===== config.mk =====
export PLATFORM = sky130hd
export DESIGN_NAME = mem_access_ctrl
export DESIGN_NICKNAME = d
export VERILOG_FILES = /design/src/rtl/mem_ctrl_pkg.sv /design/src/rtl/mem_arbiter.sv /design/src/rtl/mem_access_ctrl.sv
export SDC_FILE = /design/constraint.sdc
export NUM_CORES = 1
export LEC_CHECK = 0
export CAP_MARGIN = 20
export CORE_ASPECT_RATIO = 1.2
export CORE_MARGIN = 4
export CORE_UTILIZATION = 25
export DETAILED_ROUTE_END_ITERATION = 8
export GPL_TIMING_DRIVEN = 1
export HOLD_SLACK_MARGIN = 0.08
export PLACE_DENSITY = 0.56
export SLEW_MARGIN = 20
export SYNTH_ARGS = -nofsm -noshare
export SYNTH_HDL_FRONTEND = slang
export SYNTH_SLANG_ARGS = --single-unit

===== constraint.sdc =====
create_clock -name clk -period 3.4 [get_ports clk]
set_clock_uncertainty 0.05 [all_clocks]
set_input_delay 0.68 -clock clk [delete_from_list [all_inputs] [get_ports clk]]
set_output_delay 0.68 -clock clk [all_outputs]
set_load 0.02 [all_outputs]

===== src/rtl/mem_ctrl_pkg.sv =====
// Shared definitions for the memory access sequencer: FSM encoding, requester ids
// and the word-address legality check.
package mem_ctrl_pkg;

  typedef enum logic [2:0] {
    S_IDLE,
    S_SETUP,
    S_ACCESS,
    S_HOLD,
    S_DONE
  } state_t;

  localparam logic PORT_IF = 1'b0;
  localparam logic PORT_D  = 1'b1;

  // A request is legal when word aligned and the whole word lies inside memory.
  function automatic logic addr_legal(input logic [63:0] addr, input logic [63:0] mem_bytes);
    return (addr[1:0] == 2'b00) && (addr <= mem_bytes - 64'd4);
  endfunction

endpackage


===== src/rtl/mem_arbiter.sv =====
// Fixed-priority 2:1 grant between the load/store port and the fetch port.
module mem_arbiter
  import mem_ctrl_pkg::*;
(
  input  logic if_req,
  input  logic d_req,
  output logic grant,
  output logic grant_id
);

  assign grant    = if_req | d_req;
  assign grant_id = d_req ? PORT_D : PORT_IF;

endmodule


===== src/rtl/mem_access_ctrl.sv =====
// Sequences fetch and load/store requests onto the shared word memory so that
// address/data settle a cycle before the strobe and stay put a cycle after it.
module mem_access_ctrl
  import mem_ctrl_pkg::*;
#(
  parameter int ADDR_W        = 32,
  parameter int DATA_W        = 32,
  parameter int MEM_BYTES     = 1024,
  parameter int ACCESS_CYCLES = 1
) (
  input  logic              clk,
  input  logic              rst_n,
  input  logic              if_req,
  input  logic [ADDR_W-1:0] if_addr,
  output logic              if_ready,
  output logic [DATA_W-1:0] if_rdata,
  input  logic              d_req,
  input  logic              d_we,
  input  logic [ADDR_W-1:0] d_addr,
  input  logic [DATA_W-1:0] d_wdata,
  output logic              d_ready,
  output logic [DATA_W-1:0] d_rdata,
  output logic              err,
  output logic              busy,
  output logic [ADDR_W-1:0] mem_address,
  output logic [DATA_W-1:0] mem_write_data,
  output logic              mem_read,
  output logic              mem_write,
  input  logic [DATA_W-1:0] mem_data
);

  localparam int CNT_W = (ACCESS_CYCLES > 1) ? $clog2(ACCESS_CYCLES) : 1;

  state_t             state;
  logic               port_id;
  logic               we;
  logic [CNT_W-1:0]   cnt;
  logic               grant;
  logic               grant_id;
  logic [ADDR_W-1:0]  sel_addr;
  logic               sel_store;
  logic               sel_ok;

  mem_arbiter u_arb (
    .if_req   (if_req),
    .d_req    (d_req),
    .grant    (grant),
    .grant_id (grant_id)
  );

  assign sel_addr  = (grant_id == PORT_D) ? d_addr : if_addr;
  assign sel_store = (grant_id == PORT_D) && d_we;
  assign sel_ok    = addr_legal(64'(sel_addr), 64'(MEM_BYTES));
  assign busy      = (state != S_IDLE);

  always_ff @(posedge clk or negedge rst_n) begin
    if (!rst_n) begin
      state          <= S_IDLE;
      port_id        <= PORT_IF;
      we             <= 1'b0;
      cnt            <= '0;
      mem_address    <= '0;
      mem_write_data <= '0;
      mem_read       <= 1'b0;
      mem_write      <= 1'b0;
      if_rdata       <= '0;
      d_rdata        <= '0;
      if_ready       <= 1'b0;
      d_ready        <= 1'b0;
      err            <= 1'b0;
    end else begin
      if_ready <= 1'b0;
      d_ready  <= 1'b0;
      err      <= 1'b0;
      case (state)
        S_IDLE: begin
          if (grant) begin
            port_id <= grant_id;
            if (sel_ok) begin
              we          <= sel_store;
              mem_address <= sel_addr;
              if (sel_store) mem_write_data <= d_wdata;
              state       <= S_SETUP;
            end else begin
              // Illegal request: report immediately, memory pins untouched.
              err <= 1'b1;
              if (grant_id == PORT_D) d_ready <= 1'b1;
              else                    if_ready <= 1'b1;
              state <= S_DONE;
            end
          end
        end
        S_SETUP: begin
          cnt       <= CNT_W'(ACCESS_CYCLES - 1);
          mem_read  <= ~we;
          mem_write <= we;
          state     <= S_ACCESS;
        end
        S_ACCESS: begin
          if (cnt == '0) begin
            mem_read  <= 1'b0;
            mem_write <= 1'b0;
            if (!we) begin
              if (port_id == PORT_D) d_rdata <= mem_data;
              else                   if_rdata <= mem_data;
            end
            state <= S_HOLD;
          end else begin
            cnt <= cnt - 1'b1;
          end
        end
        S_HOLD: begin
          if (port_id == PORT_D) d_ready <= 1'b1;
          else                   if_ready <= 1'b1;
          state <= S_DONE;
        end
        S_DONE:  state <= S_IDLE;
        default: state <= S_IDLE;
      endcase
    end
  end

endmodule


==> run_results.csv <==
group,metric,value,unit
sta,setup_viol,0,
setup_path,endpoint_kind,"output pin",
sta,rsz0062_at_grt,"false",
grt,overflow,0,
setup_path,crit_type,"reg -> out",
cts,clockBufferDepth,2,
synthesis,ys_ff_latch,138,
sta,whs,223,ps
setup_path,startpoint,"state[1]$_DFFE_PN0P_",
setup_path,critical-path-max-stage-delay,630,ps
synthesis,synth_largest_area_cell,"dfrtp_1",
run_status,outcome,"complete, no violations",
floorplan,fp.coreArea,0.0210,sq mm
cts,htree_levels,4,
power,leakage,3.94,nW
setup_path,reg2reg_depth,5,
cts,cts_setup_buffers,0,
synthesis,ys_top_cells_by_area,"dfrtp_1 (65%), mux2_2 (23%), nor2b_1 (2.9%)",
cts,cts_resized,0,
synthesis,synth_cell_types,31,
synthesis,ys_seq_area_share,64.7,%
power,p_clk_share,48.4,%
sta,fin_crit,2910,ps
sta,period_share,85.6,%
routing,first_pass_iters,4,
setup_path,cp.arrival,2180,ps
power,cellPowerDensity,438,mW/mm^2
synthesis,yosysWarningCount,0,
cts,clkSinkCount,138,
grt,grt_pass1_vias,4373,
setup_path,path_depth,3,
sta,worstMarginPinSlew,677,ps
routing,detail-route-antenna-nets,0,
routing,num_vias,3887,
finish,nets,759,
setup_path,critical-path-top-delay-family,"buffers and inverters",
routing,vias_per_cell,4.28,
floorplan,fp.dieW,141,microns
routing,drc_errors,0,
finish,final_util,42.6,%
placed_design,place_hpwl,11.8,mm
setup_path,critPathSlowestCell,"clkdlybuf4s50_1",
sta,max_slew_margin,54.9,%
cts,cts-root-buf,"clkbuf_16",
grt,gr-usage-all-layers,13.3,%
grt,grt_max_degree,74,
power,switching_power,0.856,mW
finish,nFillCells,1897,
setup_path,critPathLaunchType,"flip-flop",
setup_path,crit_buf_inv,2,
power,seqPwrFrac,43.2,%
synthesis,avgSynthCellArea,15.2,sq um
setup_path,crit_required,2670,ps
power,combPwrFrac,8.4,%
sta,hold_viol_final,0,
routing,wl_per_cell,17.2,microns
power,internal_power,3.05,mW
routing,first_iter_violations,106,
setup_path,path_max_fanout,10,
setup_path,cp_cell_sequence,"nor3_1 > inv_1 > clkdlybuf4s50_1",
synthesis,syn_inst,351,
flow_run,maxCapViolCount,0,
synthesis,synthFlopType,"dfrtp_1",
floorplan,num_rows,58,
finish,final_common_cell,"clkdlybuf4s50_1",
sta,slew_violations,0,
finish,antenna_cells,0,
synthesis,synth_edf_count,0,
synthesis,synth_top_cell_area_share,64.7,%
cts,clk_latency,400,ps
hold_path,min_path_type,"in -> async",
cts,cts_inserted_buffers,17,
floorplan,start_util,25.5,%
cts,path_clk_slew,60,ps
synthesis,synthesis.nets,484,
cts,cts_hold_buf,0,
sta,max_freq,343,MHz
power,swShare,21.9,%
synthesis,syn_area,0.00534,sq mm
floorplan,die_y,168,microns
synthesis,async_flop_share,100,%
grt,grt_pass1_wl,24.6,mm
routing,wirelength,15.6,mm
grt,grt_antenna_before_repair,0,
placed_design,io_buffers,266,
setup_path,rr_startpoint,"state[1]$_DFFE_PN0P_",
cts,cts_tree,"done",
floorplan,io_pins,267,
finish,final_cell_mix,"clkdlybuf4s50_1 (265), dfrtp_1 (138), mux2_2 (107), nor2b_1 (25), clkbuf_16 (17)",
floorplan,die_area,0.0238,sq mm
sta,setup_tns,0,ps
placed_design,place_congestion,0.846,
finish,drive_gt1_share,23.8,%
finish,syn2layout_area_growth,67.2,%
power,ir_drop,0.305,mV
-- state kept, by name, indices dropped and copies added (netlist names) --
name / flops
if_rdata: 32
state: 3
mem_write_data: 32
mem_write: 1
err: 1
d_ready: 1
d_rdata: 32
mem_address: 32
port_id: 1
we: 1
mem_read: 1
if_ready: 1
-- worst reg2reg max path, stage by stage, from the launching register on --
cell      delay, ps
dfrtp_1         480
nor3_1          440
inv_1           230
a211oi_4        240
buf_4           280
mux2_2          370
-- logic make-up (layout without fill, tap and decap cells) --
logic type	after synthesis	after routing	synth area share, %
compound gates	20	20	2.69
xor+xnor	1	1	0.164
buf+inv	21	309	2.30
flops	138	138	64.7
mux	112	112	23.6
simple gates	59	59	6.56
-- synthesized netlist by cell type, types with 2 or more instances --
library cell  instances
buf_2                 5
nor2_1                5
nand4_1               2
nor2b_1              25
a21o_1                2
mux2_1                5
nand3_1               2
clkbuf_1              7
nor3_1                5
inv_1                 4
a21oi_1               4
nor4_1                9
o32ai_1               2
dfrtp_1             138
buf_6                 5
nand2_1               4
o21ai_0               7
mux2_2              107
-- routing by layer --
metal	track usage (%)	up-vias	routed length, microns
li1	-	1796	-
met4	4.47	0	250
met2	22.9	138	8080
met3	4.20	17	1020
met1	15.7	1936	6260
met5	0	-	0
-- power by group through the flow --
stage / clock network [mW] / registers [mW] / logic, mW
after floorplan: 0 / 1.74 / 0.0515
after global placement: 0 / 1.71 / 0.332
after detailed placement: 0 / 1.72 / 0.334
after CTS: 1.95 / 1.69 / 0.336
after global routing: 2.04 / 1.69 / 0.355
final: 1.89 / 1.69 / 0.330
-- final timing paths --
| kind | endpoint | slack, ps |
|---|---|---|
| setup / recovery | busy | 490 |
| max in group asynchronous | mem_write_data[8]$_DFFE_PN0P_ | 2240 |
| setup reg to reg | mem_address[5]$_DFFE_PN0P_ | 1210 |
| hold / removal | mem_write_data[26]$_DFFE_PN0P_ | 220 |
| min in group clk | mem_write_data[3]$_DFFE_PN0P_ | 450 |
| hold reg to reg | mem_write_data[3]$_DFFE_PN0P_ | 450 |
-- metrics by stage --
| step | cells | worst slack (ps) | power [mW] | instance area (sq um) |
|---|---|---|---|---|
| 6_report | 909 | 488 | 3.91 | 8930 |
| 5_1_grt | 909 | 348 | 4.09 | 8930 |
| 4_1_cts | 909 | 462 | 3.97 | 8930 |
| 3_5_place_dp | 877 | 440 | 2.05 | 8320 |
| 3_3_place_gp | 877 | 467 | 2.05 | 8320 |
| 2_1_floorplan | 351 | 886 | 1.79 | 5340 |
-- area by class of cell --
cell class                 instances  area, sq um  share of cell area [%]
timing repair buffer             273         2740                    30.7
inverter                           4         15.0                   0.168
tap                              270          338                    3.78
clock buffer                      18          439                    4.92
multi-input combinational        192         1770                    19.8
sequential                       138         3450                    38.7
clock inverter                    14          170                    1.91
No activity file was read; power rests on OpenSTA's default activity.
